**config.mk**
```make
export PLATFORM = sky130hd
export DESIGN_NAME = fir_coeff_loader
export DESIGN_NICKNAME = d
export VERILOG_FILES = /design/src/rtl/fir_pkg.sv /design/src/rtl/fir_coeff_checksum.sv /design/src/rtl/fir_coeff_loader.sv
export SDC_FILE = /design/constraint.sdc
export NUM_CORES = 1
export LEC_CHECK = 0
export BUFFER_PORTS_ARGS = -buffer_cell sky130_fd_sc_hd__buf_2
export CAP_MARGIN = 5
export CORE_ASPECT_RATIO = 0.5
export CORE_UTILIZATION = 48
export DETAILED_ROUTE_END_ITERATION = 12
export GPL_ROUTABILITY_DRIVEN = 0
export PLACE_DENSITY = 0.9
export SETUP_SLACK_MARGIN = 0.3
export SKIP_CTS_REPAIR_TIMING = 1
export SYNTH_ARGS = -nofsm -noshare
export SYNTH_HDL_FRONTEND = slang
export SYNTH_SLANG_ARGS = --single-unit
export TNS_END_PERCENT = 50
```
**constraint.sdc**
```tcl
create_clock -name i_clk -period 1.95 [get_ports i_clk]
set_input_delay 0.195 -clock i_clk [delete_from_list [all_inputs] [get_ports i_clk]]
set_output_delay 0.195 -clock i_clk [all_outputs]
set_load 0.03 [all_outputs]
```
**src/rtl/fir_pkg.sv**
```systemverilog
// -----------------------------------------------------------------------------
// fir_pkg
//   Shared definitions for the FIR coefficient loader slice:
//     - default coefficient width and tap count
//     - loader FSM state encoding (legacy-compatible localparam constants)
//     - tap-address width helper
// -----------------------------------------------------------------------------
package fir_pkg;

  localparam int unsigned FIR_DEFAULT_DATA_WIDTH = 24;
  localparam int unsigned FIR_DEFAULT_DEPTH      = 16;

  // Loader FSM state encoding
  typedef logic [1:0] fir_state_t;

  localparam fir_state_t ST_IDLE   = 2'd0;
  localparam fir_state_t ST_LOAD   = 2'd1;
  localparam fir_state_t ST_CHECK  = 2'd2;
  localparam fir_state_t ST_COMMIT = 2'd3;

  // Tap index width; never below 1 so the port vectors stay legal.
  function automatic int unsigned fir_addr_width(input int unsigned depth);
    if (depth < 2) begin
      return 1;
    end
    return $clog2(depth);
  endfunction

endpackage : fir_pkg

```
**src/rtl/fir_coeff_checksum.sv**
```systemverilog
// -----------------------------------------------------------------------------
// fir_coeff_checksum
//   Running sum (mod 2^DATA_WIDTH) of the coefficients accepted during a frame
//   load, plus an equality compare against the trailing checksum word.
//   Present only when FIR_COEFF_CHECKSUM_EN is defined; without the macro the
//   loader has no checksum logic and this file contributes nothing.
//
// Ports
//   i_clk        in   clock
//   i_rst_n      in   asynchronous, active-low reset
//   i_clear      in   zero the running sum (frame start)
//   i_accum      in   add iv_data to the running sum
//   iv_data      in   coefficient being accepted
//   iv_expected  in   checksum word to compare against
//   o_match      out  running sum equals iv_expected
// -----------------------------------------------------------------------------
`ifdef FIR_COEFF_CHECKSUM_EN
module fir_coeff_checksum
  import fir_pkg::*;
#(
  parameter int unsigned DATA_WIDTH = FIR_DEFAULT_DATA_WIDTH
) (
  input  logic                  i_clk,
  input  logic                  i_rst_n,
  input  logic                  i_clear,
  input  logic                  i_accum,
  input  logic [DATA_WIDTH-1:0] iv_data,
  input  logic [DATA_WIDTH-1:0] iv_expected,
  output logic                  o_match
);

  logic [DATA_WIDTH-1:0] sum;

  // Addition wraps naturally at DATA_WIDTH bits, giving the mod 2^N sum.
  always_ff @(posedge i_clk or negedge i_rst_n) begin
    if (!i_rst_n) begin
      sum <= '0;
    end else if (i_clear) begin
      sum <= '0;
    end else if (i_accum) begin
      sum <= sum + iv_data;
    end
  end

  assign o_match = (sum == iv_expected);

endmodule : fir_coeff_checksum
`endif

```
**src/rtl/fir_coeff_loader.sv**
```systemverilog
// -----------------------------------------------------------------------------
// fir_coeff_loader
//   Writer side of a two-bank FIR coefficient RAM. Accepts FIR_DEPTH
//   coefficients over valid/ready, writes them into the shadow bank and, after
//   a complete error-free frame, flips the active bank in a single cycle.
//
// Configuration
//   FIR_COEFF_CHECKSUM_EN  when defined, a trailing checksum word follows the
//                          taps; the bank flips only if it equals the running
//                          sum of the taps (mod 2^DATA_WIDTH).
//
// Ports
//   i_clk          in   clock
//   i_rst_n        in   asynchronous, active-low reset
//   i_start        in   begin a frame load (honoured in IDLE only)
//   i_abort        in   abandon the current load, no bank flip
//   iv_coeff       in   coefficient word
//   i_coeff_valid  in   iv_coeff valid
//   o_coeff_ready  out  loader accepts a word this cycle
//   o_we           out  coefficient RAM write strobe
//   ov_waddr       out  {bank, tap index}
//   ov_wdata       out  write data
//   o_active_bank  out  bank the filter reads from
//   o_busy         out  any state other than IDLE
//   o_done         out  1-cycle pulse when the bank flips
//   o_error        out  sticky error, cleared by the next accepted start
// -----------------------------------------------------------------------------
module fir_coeff_loader
  import fir_pkg::*;
#(
  parameter  int unsigned DATA_WIDTH = FIR_DEFAULT_DATA_WIDTH,
  parameter  int unsigned FIR_DEPTH  = FIR_DEFAULT_DEPTH,
  localparam int unsigned ADDR_WIDTH = fir_addr_width(FIR_DEPTH)
) (
  input  logic                  i_clk,
  input  logic                  i_rst_n,
  input  logic                  i_start,
  input  logic                  i_abort,
  input  logic [DATA_WIDTH-1:0] iv_coeff,
  input  logic                  i_coeff_valid,
  output logic                  o_coeff_ready,
  output logic                  o_we,
  output logic [ADDR_WIDTH:0]   ov_waddr,
  output logic [DATA_WIDTH-1:0] ov_wdata,
  output logic                  o_active_bank,
  output logic                  o_busy,
  output logic                  o_done,
  output logic                  o_error
);

  localparam logic [ADDR_WIDTH-1:0] LAST_TAP = ADDR_WIDTH'(FIR_DEPTH - 1);

  fir_state_t            state;
  logic [ADDR_WIDTH-1:0] count;
  logic                  accept;
  logic                  start_ok;

  assign o_coeff_ready = (state == ST_LOAD) || (state == ST_CHECK);
  assign o_busy        = (state != ST_IDLE);

  // An abort in the same cycle as a handshake discards the word.
  assign accept   = i_coeff_valid && o_coeff_ready && !i_abort;
  assign start_ok = (state == ST_IDLE) && i_start;

`ifdef FIR_COEFF_CHECKSUM_EN
  logic sum_match;

  fir_coeff_checksum #(
    .DATA_WIDTH (DATA_WIDTH)
  ) u_checksum (
    .i_clk       (i_clk),
    .i_rst_n     (i_rst_n),
    .i_clear     (start_ok),
    .i_accum     (accept && (state == ST_LOAD)),
    .iv_data     (iv_coeff),
    .iv_expected (iv_coeff),
    .o_match     (sum_match)
  );
`endif

  always_ff @(posedge i_clk or negedge i_rst_n) begin
    if (!i_rst_n) begin
      state         <= ST_IDLE;
      count         <= '0;
      o_we          <= 1'b0;
      ov_waddr      <= '0;
      ov_wdata      <= '0;
      o_active_bank <= 1'b0;
      o_done        <= 1'b0;
      o_error       <= 1'b0;
    end else begin
      o_we   <= 1'b0;
      o_done <= 1'b0;

      case (state)
        ST_IDLE: begin
          if (start_ok) begin
            o_error <= 1'b0;
            count   <= '0;
            state   <= ST_LOAD;
          end
        end

        ST_LOAD: begin
          if (i_abort) begin
            o_error <= 1'b1;
            state   <= ST_IDLE;
          end else if (accept) begin
            o_we     <= 1'b1;
            ov_waddr <= {~o_active_bank, count};
            ov_wdata <= iv_coeff;
            // The counter stops at the last tap (never wraps); start clears it.
            if (count == LAST_TAP) begin
`ifdef FIR_COEFF_CHECKSUM_EN
              state <= ST_CHECK;
`else
              state <= ST_COMMIT;
`endif
            end else begin
              count <= count + ADDR_WIDTH'(1);
            end
          end
        end

`ifdef FIR_COEFF_CHECKSUM_EN
        ST_CHECK: begin
          if (i_abort) begin
            o_error <= 1'b1;
            state   <= ST_IDLE;
          end else if (accept) begin
            // Trailer word is compared only, never written.
            if (sum_match) begin
              state <= ST_COMMIT;
            end else begin
              o_error <= 1'b1;
              state   <= ST_IDLE;
            end
          end
        end
`endif

        ST_COMMIT: begin
          // One cycle here lets the final write land before the flip.
          o_active_bank <= ~o_active_bank;
          o_done        <= 1'b1;
          state         <= ST_IDLE;
        end

        default: begin
          state <= ST_IDLE;
        end
      endcase
    end
  end

endmodule : fir_coeff_loader
```
Yosys cells after proc, flatten, opt, wreduce, memory -nomap -nowiden:

Index checks and enable logic that the tools add are counted.

* register bits: 39
* logic and storage cells: 51
* output and inout port bits: 35
* input port bits: 29

* bitwise logic cells: 2
* add/subtract/negate cells: 1
* reduce and logical (&&, ||, !) cells: 12
* equality and inequality tests: 11
* muxes and demuxes: 17

Operators with widths (number)
* 2-to-1 mux 4 bit: 4
* != test 2 bit, second input constant: 5
* AND reduction 3 bit: 3
* 2-to-1 mux 2 bit: 4
* case mux 4 bit (2 select lines): 1
* 2-to-1 mux 1 bit: 6
* AND reduction 5 bit: 1
* adder 4 x 1 -> 4 bit, second input constant: 1
* == test 2 bit, second input constant: 2
* == test 4 bit, second input constant: 1
* case mux 2 bit (2 select lines): 1
* nonzero test 2 bit: 2
* logical AND 1 bit: 3
* != test 3 x 2 -> 1 bit, second input constant: 1
* != test 3 bit, second input constant: 1
* == test 2 x 1 -> 1 bit, second input constant: 1
* logical NOT 2 bit: 1
* inverter 1 bit: 2
* case mux 1 bit (2 select lines): 1
* logical NOT 1 bit: 1
* logical OR 1 bit: 1

Depth between registers and ports, before layout:

Gate-level depths: netlist of run 1.

* depth in word-level cells: 7
* depth in mapped cells: 9
* gate-level depth less buffers: 7

Worst setup path before layout of run 1:

OpenSTA, ideal clock, no wires.

* path type: reg-to-reg
* from: reg state[0]
* to: reg count[0]
* clock period less this slack: 1773 ps
* library setup time: 121 ps
* path slack: 177 ps
* path buffers: 0
* required time: 1829 ps
* cell stages (with the launch flop): 6
* arrival time: 1652 ps
* path through: dfrtp_1 > inv_1 > ha_1 > nand4b_4 > o31a_1 > a22o_1

* cells in the longest elaborated chain, start to end: 6
* elaborated cells between the ends (all ways): 14
* classes of those cells: 6 x eq/ne; 1 x mux; 7 x reduce/logical

RTL lines
* start, declared: line fir_coeff_loader.sv:53 `fir_state_t state;`
* start signal, assigned: line fir_coeff_loader.sv:83 `state <= ST_IDLE;`
* start signal, assigned: line fir_coeff_loader.sv:100 `state <= ST_LOAD;`
* start signal, assigned: line fir_coeff_loader.sv:107 `state <= ST_IDLE;`
* == test 2 x 1 -> 1 bit / == test 2 bit (equally long branches): line fir_coeff_loader.sv:58 `assign o_coeff_ready = (state == ST_LOAD) || (state == ST_CHECK);`
* logical OR 1 bit *: line fir_coeff_loader.sv:58
* net o_coeff_ready: line fir_coeff_loader.sv:41 `output logic o_coeff_ready,`
* logical AND 1 bit * (2 in a row): line fir_coeff_loader.sv:62 `assign accept = i_coeff_valid && o_coeff_ready && !i_abort;`
* != test 2 bit (no line) *
* AND reduction 5 bit (no line) *
* end signal, assigned: line fir_coeff_loader.sv:120 `count <= count + ADDR_WIDTH'(1);`
* end, declared: line fir_coeff_loader.sv:54 `logic [ADDR_WIDTH-1:0] count;`

Mark *: on every way through the listed nets, which the timed path passes. The rest lies on a longest branch.
A chain may end at the register's enable or synchronous reset.

Worst setup path in the final report of run 1:

* from: reg state[0]
* to: reg count[2]

* cells in the longest elaborated chain, start to end: 6
* elaborated cells between the ends (all ways): 14
* classes of those cells: 6 x eq/ne; 1 x mux; 7 x reduce/logical

RTL lines (line)
* == test 2 x 1 -> 1 bit / == test 2 bit (equally long branches): fir_coeff_loader.sv:58, fir_coeff_loader.sv:95
* logical OR 1 bit: fir_coeff_loader.sv:58
* logical AND 1 bit (2 in a row): fir_coeff_loader.sv:62
* != test 2 bit (no line)
* AND reduction 5 bit (no line)

Parallel ways exist; a longest one is shown, timed or not.

==> results of run 1 <==
[routing by layer]
| layer | vias to the layer above | share of wire [%] |
|---|---|---|
| met2 | 76 | 46 |
| met3 | 14 | 6.5 |
| met5 | - | 0 |
| li1 | 713 | - |
| met1 | 698 | 44 |
| met4 | 0 | 3.2 |
[where the power goes]
part,leakage (nW),switching [mW],internal [mW]
combinational,0.729,1.24,0.610
sequential,0.496,0.239,1.16
clock,0.0581,0.284,0.381
[cells by family (layout without fill, tap and decap cells)]
kind of cell    Yosys count  in the layout  synth area share, %
fa+ha+maj                 4              4                3.042
simple gates            104            104                26.62
compound gates           14             14                6.389
buf+inv                  12             88                3.497
mux                       1              1               0.6084
flops                    39             39                59.32
xor+xnor                  1              1               0.5324
[Yosys cell counts]
cell type | number | share of area [%]
xor2_1 | 1 | 0.53
ha_1 | 4 | 3.0
o2111ai_1 | 1 | 0.53
buf_1 | 1 | 0.23
nand2b_2 | 1 | 0.53
mux2i_1 | 1 | 0.61
o32a_1 | 1 | 0.61
nand4b_4 | 1 | 1.4
nor2_1 | 3 | 0.68
o31ai_1 | 1 | 0.46
a21oi_1 | 2 | 0.61
o211ai_1 | 1 | 0.46
o311ai_1 | 1 | 0.53
inv_2 | 1 | 0.23
nand2b_1 | 1 | 0.38
buf_2 | 1 | 0.30
clkbuf_1 | 2 | 0.46
and3_1 | 1 | 0.38
buf_4 | 3 | 1.4
o21ai_1 | 2 | 0.61
nand2_1 | 89 | 20
o22a_1 | 1 | 0.53
nand4_1 | 2 | 0.76
a21o_1 | 1 | 0.46
nor4_1 | 1 | 0.38
dfrtp_1 | 39 | 59
a22o_1 | 1 | 0.53
nor2b_1 | 3 | 1.1
o31a_1 | 2 | 1.1
nand3_1 | 2 | 0.61
inv_1 | 4 | 0.91
[metrics by stage]
step / setup slack (ns) / instance area, um2 / util (%) / total power [mW]
floorplan: 0.3515 / 1658 / - / 2.569
global placement: 0.3382 / 2022 / 64.49 / 3.020
detailed placement: 0.2150 / 2022 / 64.49 / 3.088
CTS: 0.1819 / 2135 / 68.08 / 3.781
global route: 0.1564 / 2223 / 70.91 / 4.116
finish: 0.1773 / 2223 / 70.91 / 3.905
[final cells by class]
class	instances	area, um2
Sequential cell	39	978.4
Inverter	5	21.27
Timing Repair Buffer	75	412.9
Multi-Input combinational cell	124	648.1
Clock buffer	5	68.82
Clock inverter	3	43.79
Fill cell	217	912.1
Tap cell	40	50.05
[path summary, 6_finish.rpt]
kind,to,cells after the start
setup reg to reg,count[2],7
hold reg to reg,ov_wdata[9],2
hold / removal,ov_wdata[17],1
max in group asynchronous,count[1],1
setup / recovery,count[2],7
min in group i_clk,ov_wdata[3],3
[sequential cells by signal, summed over array words and instances, names as in the netlist]
signal	cells
count	4
o_active_bank	1
o_done	1
o_error	1
o_we	1
ov_waddr	5
ov_wdata	24
state	2
==> flow_metrics.env, run 1 <==
export IMPL_grt_use_met3_pct=5.905
export IMPL_share_of_cells_above_drive_strength_1_pct=37.85
export IMPL_max_cap_violations=0
export IMPL_worst_slew_pin_transition_ns=0.8474
export IMPL_grt_use_met1_pct=28.39
export IMPL_timing_setup_critical_path_class="flip-flop to flip-flop"
export IMPL_largest_net_degree_at_the_start_of_global_routing=40
export IMPL_insertedDiodeCount=0
export IMPL_dieArea_um2=3680
export IMPL_power_per_cell_area_nw_per_um2=1756
export IMPL_clock_tree_buffer_depth=2
export IMPL_run_status="finished, violations left"
export IMPL_starting_density_of_the_core_pct=52.47
export IMPL_drc_errors=5
export IMPL_numClockSinks=39
export IMPL_vias_per_cell=5.158
export IMPL_start_kind="flip-flop"
export IMPL_synthesis_area_per_instance_um2=9.402
export IMPL_gr_max_usage_layer="met2"
export IMPL_synth_cell_types=31
export IMPL_leakage_nw=1.284
export IMPL_violations="design-rule violations"
export IMPL_fp_dieW_um=84.80
export IMPL_num_ports=64
export IMPL_die_height_um=43.40
export IMPL_crit_buf_inv=2
export IMPL_mappedNetlistNets=208
export IMPL_placementRows=14
export IMPL_dr_first_iter_drc_count=113
export IMPL_final_cells=291
export IMPL_drt_wl_total_um=4263
export IMPL_post_route_period_util_pct=90.91
export IMPL_number_of_standard_cells_after_synthesis=175
export IMPL_whs_ns=0.008519
export IMPL_final_antenna_net_count=0
export IMPL_grt_use_met2_pct=37.40
export IMPL_tritoncts_clock_tree="yes"
export IMPL_hold_viol=0
export IMPL_groute_usage_overall_pct=22.25
export IMPL_critical_path_top_delay_family="compound AO/OA/AOI/OAI gates"
export IMPL_crit_path_top_delay_cell="dfrtp_1"
export IMPL_crit_fanout=6
export IMPL_wl_per_cell_um=14.65
export IMPL_mostFrequentLayoutCell="nand2_1"
export IMPL_finalNetCount=283
export IMPL_grt_remaining_overflow=0
export IMPL_timing_rr_start="state[0]"
export IMPL_post_layout_minimum_cycle_time_ns=1.773
export IMPL_detail_route_first_pass_iterations=9
export IMPL_h_tree_depth=2
export IMPL_max_stage_delay_ns=0.43
export IMPL_crit_path_end_kind="flip-flop"
export IMPL_cts_buffers=5
export IMPL_worstHoldPathType="input port to async pin"
export IMPL_dpl_cell_count=276
export IMPL_number_of_global_route_vias_before_repair=1338
export IMPL_slew_headroom_pct=43.51
export IMPL_mostFrequentLayoutCells="nand2_1 (89), buf_2 (63), dfrtp_1 (37)"
export IMPL_peakVddDrop_mv=0.7244
export IMPL_cts_reportedPaths_clkPinSlew_ns=0.08
export IMPL_synth_sequential_area_ratio_pct=59.32
export IMPL_final_max_slew_violation_count=0
export IMPL_design_core_area_um2=3136
export IMPL_route_vias_total=1501
export IMPL_clock_skew_ns=0.01167
export IMPL_synth_cell_area_um2=1645
export IMPL_yosys_warnings=0
export IMPL_setup_reg_to_reg_worst_slack_ns=0.18
export IMPL_fin_tns_setup_ns=0
export IMPL_clock_fmax_mhz=564.1
export IMPL_arrival_ns=1.95
export IMPL_cts_root_buf="clkbuf_8"
export IMPL_worstPathRequired_ns=2.12
export IMPL_first_pass_grt_wire_length_um=6168
export IMPL_ys_ff_latch=39
export IMPL_clock_latency_ns=0.29
export IMPL_area_delta_synth_final_pct=35.13
export IMPL_antenna_found_initial=0
export IMPL_grt_setup_unrepaired="yes"
export IMPL_port_buffers=63
export IMPL_cells_along_the_critical_path="inv_2, ha_4, nand4b_4, buf_8, o31a_1, o21ai_1, o31ai_1"
export IMPL_detailedPlacementHpwl_um=2482
export IMPL_finalSetupViolations=0
export IMPL_setup_worst_path_start="state[0]"
No activity file was read; power rests on OpenSTA's default activity.
==> inputs of run 2 (changes only) <==
- clock period: 1.95 -> 1.98 ns (I/O delays scaled with it)
==> run 2 against run 1 <==
The flow still finishes with violations (design-rule violations). Design area is 4.4% lower. Highest routed layer unchanged. Sequential share of layout area is 1.9 points higher. Clock power is 22% lower. Hold slack worse by 0.0011 ns. Critical path depth is 1 lower. Final cell count is 1.7% lower. Clock-buffer cell count is 1 higher. Maximum frequency is 3.8% higher. Critical path type unchanged. Die area stayed put.
==> flow_metrics.env, run 2 (synthesis results as in run 1) <==
export IMPL_cts_root_buf="clkbuf_8"
export IMPL_fin_tns_setup_ns=0
export IMPL_detail_route_first_pass_iterations=9
export IMPL_largest_register_ff_count=24
export IMPL_first_pass_grt_wire_length_um=5457
export IMPL_area_delta_synth_final_pct=29.13
export IMPL_placementRows=14
export IMPL_seqCellArea_um2=975.9
export IMPL_worstHoldPathType="input port to async pin"
export IMPL_insertedDiodeCount=0
export IMPL_max_cap_violations=0
export IMPL_crit_fanout=7
export IMPL_design_core_area_um2=3136
export IMPL_cts_reportedPaths_clkPinSlew_ns=0.08
export IMPL_dieArea_um2=3680
export IMPL_groute_usage_overall_pct=19.54
export IMPL_drt_wl_total_um=3500
export IMPL_n_fill_cell=226
export IMPL_power_per_cell_area_nw_per_um2=1679
export IMPL_number_of_global_route_vias_before_repair=1265
export IMPL_grt_use_met3_pct=5.333
export IMPL_grt_use_met1_pct=25.83
export IMPL_vias_per_cell=4.941
export IMPL_cts_buffers=5
export IMPL_wl_per_cell_um=12.24
export IMPL_crit_path_end_kind="flip-flop"
export IMPL_peakVddDrop_mv=0.7251
export IMPL_final_max_slew_violation_count=0
export IMPL_tritoncts_clock_tree="yes"
export IMPL_slew_headroom_pct=43.94
export IMPL_share_of_cells_above_drive_strength_1_pct=34.15
export IMPL_setup_worst_path_start="state[0]"
export IMPL_route_vias_total=1413
export IMPL_post_layout_minimum_cycle_time_ns=1.707
export IMPL_drc_errors=5
export IMPL_worst_slew_pin_transition_ns=0.8409
export IMPL_arrival_ns=1.87
export IMPL_start_kind="flip-flop"
export IMPL_timing_setup_critical_path_class="flip-flop to flip-flop"
export IMPL_antenna_found_initial=0
export IMPL_multiInputGateArea_um2=626.9
export IMPL_registers_top_by_ff_count="ov_wdata"
export IMPL_largest_registers="ov_wdata: 24 flops, ov_waddr: 5 flops, count: 4 flops"
export IMPL_finalSetupViolations=0
export IMPL_fp_dieW_um=84.80
export IMPL_mostFrequentLayoutCells="nand2_1 (89), buf_2 (63), dfrtp_1 (39)"
export IMPL_clock_fmax_mhz=585.8
export IMPL_starting_density_of_the_core_pct=52.47
export IMPL_run_status="finished, violations left"
export IMPL_post_route_period_util_pct=86.21
export IMPL_final_antenna_net_count=0
export IMPL_h_tree_depth=2
export IMPL_worstPathRequired_ns=2.15
export IMPL_clock_latency_ns=0.29
export IMPL_placedInstanceArea_um2=2014
export IMPL_layout_cell_area_non_filler_um2=2125
export IMPL_port_buffers=63
export IMPL_violations="design-rule violations"
export IMPL_detailedPlacementHpwl_um=2443
export IMPL_finalNetCount=278
export IMPL_grt_use_met2_pct=32.03
export IMPL_mostFrequentLayoutCell="nand2_1"
export IMPL_clock_skew_ns=0.006246
export IMPL_num_ports=64
export IMPL_leakage_nw=1.239
export IMPL_die_height_um=43.40
export IMPL_timing_rr_start="state[0]"
export IMPL_grt_setup_unrepaired="yes"
export IMPL_hold_viol=0
export IMPL_grt_remaining_overflow=0
export IMPL_clock_tree_buffer_depth=2
export IMPL_numClockSinks=39
export IMPL_largest_net_degree_at_the_start_of_global_routing=40
export IMPL_dr_first_iter_drc_count=86
export IMPL_gr_max_usage_layer="met2"
run 2: cell types whose count changed in the layout (fill, tap and decap cells not counted), sizes merged:
cell      delta
clkinvlp     +1
bufinv       -1
clkbuf       +1
buf          -5
clkinv       -1
run 2: report_power, final:
part           internal, mW  switching [mW]  leakage [nW]
clock network         0.246           0.271        0.0412
logic                 0.545            1.16         0.699
registers              1.13           0.213         0.499
run 2: area by class of cell:
class	count	area share, %
Tap cell	40	2.356
Multi-Input combinational cell	124	29.51
Timing Repair Buffer	70	17.31
Sequential cell	39	45.94
Clock buffer	6	3.416
Clock inverter	2	0.5889
Inverter	5	0.8834
run 2: worst paths after layout:
path                                 to  cells after the start  slack (ns)
setup / recovery               count[2]                      6        0.27
hold / removal                 state[1]                      1       0.007
setup reg to reg               count[2]                      6        0.27
hold reg to reg             ov_wdata[6]                      2        0.47
max in group asynchronous      count[3]                      1        1.44
min in group i_clk         ov_wdata[23]                      3        0.10
run 2: critical path, stage by stage (launching register included):
cell,delay (ns)
dfrtp_1,0.42
buf_4,0.13
ha_2,0.20
nand4b_4,0.18
o31a_1,0.35
o21ai_1,0.21
o31ai_1,0.10
run 2: per-layer routing:
layer | vias up | wire length, um
met1 | 655 | 1681
met3 | 2 | 188
met5 | - | 0
met4 | 0 | 21
li1 | 705 | -
met2 | 51 | 1609
run 2: per-stage QoR:
stage | util (%) | cells | setup WS (ns) | power (mW) | hold slack [ns]
after global routing | 67.76 | 286 | 0.1888 | 3.778 | 0.08797
after CTS | 66.96 | 283 | 0.1889 | 3.552 | 0.04410
after floorplan | - | 175 | 0.3815 | 2.530 | -0.09759
final | 67.76 | 286 | 0.2730 | 3.567 | 0.007417
after global placement | 64.25 | 275 | 0.2750 | 2.966 | 0.3430
after detailed placement | 64.25 | 275 | 0.1950 | 3.031 | 0.3553
==> inputs of run 3 (changes only) <==
- SETUP_SLACK_MARGIN: 0.3 -> default
- SLEW_MARGIN: default -> 30
==> run 3 against run 2 <==
The run still ends with design-rule violations left. Register-to-register slack worse by 0.06 ns. Via count fell by 4.2%. Sequential cell count did not move. First-iteration DRC count down 50%. Hold slack better by 0.017 ns. Non-clock buffer count is 2 lower. Clock skew grew 0.0018 ns. Design area down 1.4%. Clock-buffer cell count did not move. Global-route usage decreased by 0.35 points. Sequential share of layout area up 0.66 points. Critical path type unchanged. Critical endpoint unchanged.
==> flow_metrics.env, run 3 (synthesis results as in run 1) <==
export IMPL_n_fill_cell=245
export IMPL_number_of_global_route_vias_before_repair=1292
export IMPL_wirelength_met1_um=1538
export IMPL_cells_along_the_critical_path="inv_1, ha_1, nand4b_4, o31a_1, o21ai_1, o31ai_1"
export IMPL_grt_setup_unrepaired="no"
export IMPL_final_max_slew_violation_count=0
export IMPL_run_status="finished, violations left"
export IMPL_worstPathRequired_ns=2.15
export IMPL_largest_net_degree_at_the_start_of_global_routing=40
export IMPL_slew_headroom_pct=43.23
export IMPL_crit_path_end_kind="flip-flop"
export IMPL_placementRows=14
export IMPL_crit_buf_inv=1
export IMPL_groute_usage_overall_pct=19.19
export IMPL_h_tree_depth=2
export IMPL_peakVddDrop_mv=0.7300
export IMPL_port_buffers=63
export IMPL_fp_dieW_um=84.80
export IMPL_setup_slack_ns=0.2180
export IMPL_design_core_area_um2=3136
export IMPL_final_antenna_net_count=0
export IMPL_share_of_cells_above_drive_strength_1_pct=31.97
export IMPL_clock_fmax_mhz=567.5
export IMPL_detail_route_first_pass_iterations=8
export IMPL_largest_registers="ov_wdata: 24 flops, ov_waddr: 5 flops, count: 4 flops"
export IMPL_numClockSinks=39
export IMPL_dpl_cell_count=276
export IMPL_mostFrequentLayoutCells="nand2_1 (89), buf_2 (63), dfrtp_1 (39)"
export IMPL_cts_root_buf="clkbuf_8"
export IMPL_area_delta_synth_final_pct=27.30
export IMPL_wl_met2_um=1492
export IMPL_utilization_pct=66.80
export IMPL_routed_top_layer="met4"
export IMPL_start_kind="flip-flop"
export IMPL_finalSetupViolations=0
export IMPL_mostFrequentLayoutCell="nand2_1"
export IMPL_die_height_um=43.40
export IMPL_largest_register_ff_count=24
export IMPL_first_pass_grt_wire_length_um=5471
export IMPL_drc_errors=4
export IMPL_route_vias_total=1354
export IMPL_tritoncts_clock_tree="yes"
export IMPL_cts_reportedPaths_clkPinSlew_ns=0.07
export IMPL_finalNetCount=276
export IMPL_crit_path_top_delay_cell="dfrtp_1"
export IMPL_starting_density_of_the_core_pct=52.47
export IMPL_clock_tree_buffer_depth=2
export IMPL_vias_per_cell=4.768
export IMPL_max_cap_violations=0
export IMPL_max_stage_delay_ns=0.41
export IMPL_detailedPlacementHpwl_um=2421
export IMPL_clock_latency_ns=0.28
export IMPL_registers_top_by_ff_count="ov_wdata"
export IMPL_insertedDiodeCount=0
export IMPL_hold_viol=0
export IMPL_worst_slew_pin_transition_ns=0.8515
export IMPL_antenna_found_initial=0
export IMPL_fin_tns_setup_ns=0
export IMPL_critical_path_top_delay_family="compound AO/OA/AOI/OAI gates"
export IMPL_drt_wl_total_um=3212
export IMPL_timing_setup_critical_path_class="flip-flop to flip-flop"
export IMPL_worstHoldPathType="input port to async pin"
export IMPL_dieArea_um2=3680
export IMPL_dr_first_iter_drc_count=43
export IMPL_post_layout_minimum_cycle_time_ns=1.762
export IMPL_post_route_period_util_pct=88.99
export IMPL_clock_skew_ns=0.008000
export IMPL_crit_fanout=7
export IMPL_dr_wl_met3_um=161
export IMPL_cts_buffers=5
export IMPL_power_per_cell_area_nw_per_um2=1662
export IMPL_violations="design-rule violations"
export IMPL_leakage_nw=1.232
export IMPL_final_cells=284
export IMPL_num_ports=64
export IMPL_grt_remaining_overflow=0
export IMPL_arrival_ns=1.93
export IMPL_wl_per_cell_um=11.31
export IMPL_detailedPlace_worstSlack_ns=0.2545
run 3: cell count changes in the layout (fill, tap and decap cells not counted):
| cell | delta |
|---|---|
| ha_1 | +2 |
| buf_4 | -2 |
| inv_2 | -2 |
| ha_4 | -1 |
| inv_1 | +2 |
| ha_2 | -1 |
run 3: metrics by stage:
step	hold slack (ns)	cell area [um2]	total power, mW
6_report	0.02398	2095	3.482
5_1_grt	0.08086	2095	3.729
4_1_cts	0.04510	2095	3.520
3_5_place_dp	0.3566	2009	3.001
3_3_place_gp	0.3408	2009	2.938
2_1_floorplan	-0.09759	1645	2.499
run 3: path summary, 6_finish.rpt:
check / start / end / slack [ns] / cells past startpoint
max: state[1] / count[2] / 0.22 / 6
min: i_rst_n / o_active_bank / 0.02 / 1
max reg2reg: state[1] / count[2] / 0.22 / 6
min reg2reg: ov_wdata[13] / ov_wdata[13] / 0.47 / 2
max in group asynchronous: i_rst_n / o_error / 1.42 / 1
min in group i_clk: iv_coeff[16] / ov_wdata[16] / 0.10 / 3
run 3: report_power, final:
part           internal [mW]  switching [mW]
registers               1.13           0.205
clock network          0.246           0.263
logic                  0.501            1.13
run 3: routing by layer:
layer | global-route usage (%) | up-vias
met3 | 5.905 | 2
met5 | 0 | -
met1 | 24.05 | 621
li1 | - | 691
met4 | 5.763 | 0
met2 | 33.17 | 40
run 3: final cells by class:
type                            count  area [um2]  area share [%]
Timing Repair Buffer               68       352.8           16.85
Clock inverter                      2       12.51          0.5974
Clock buffer                        6       72.57           3.465
Inverter                            5       18.77          0.8961
Tap cell                           40       50.05           2.389
Multi-Input combinational cell    124       611.8           29.21
Sequential cell                    39       975.9           46.59
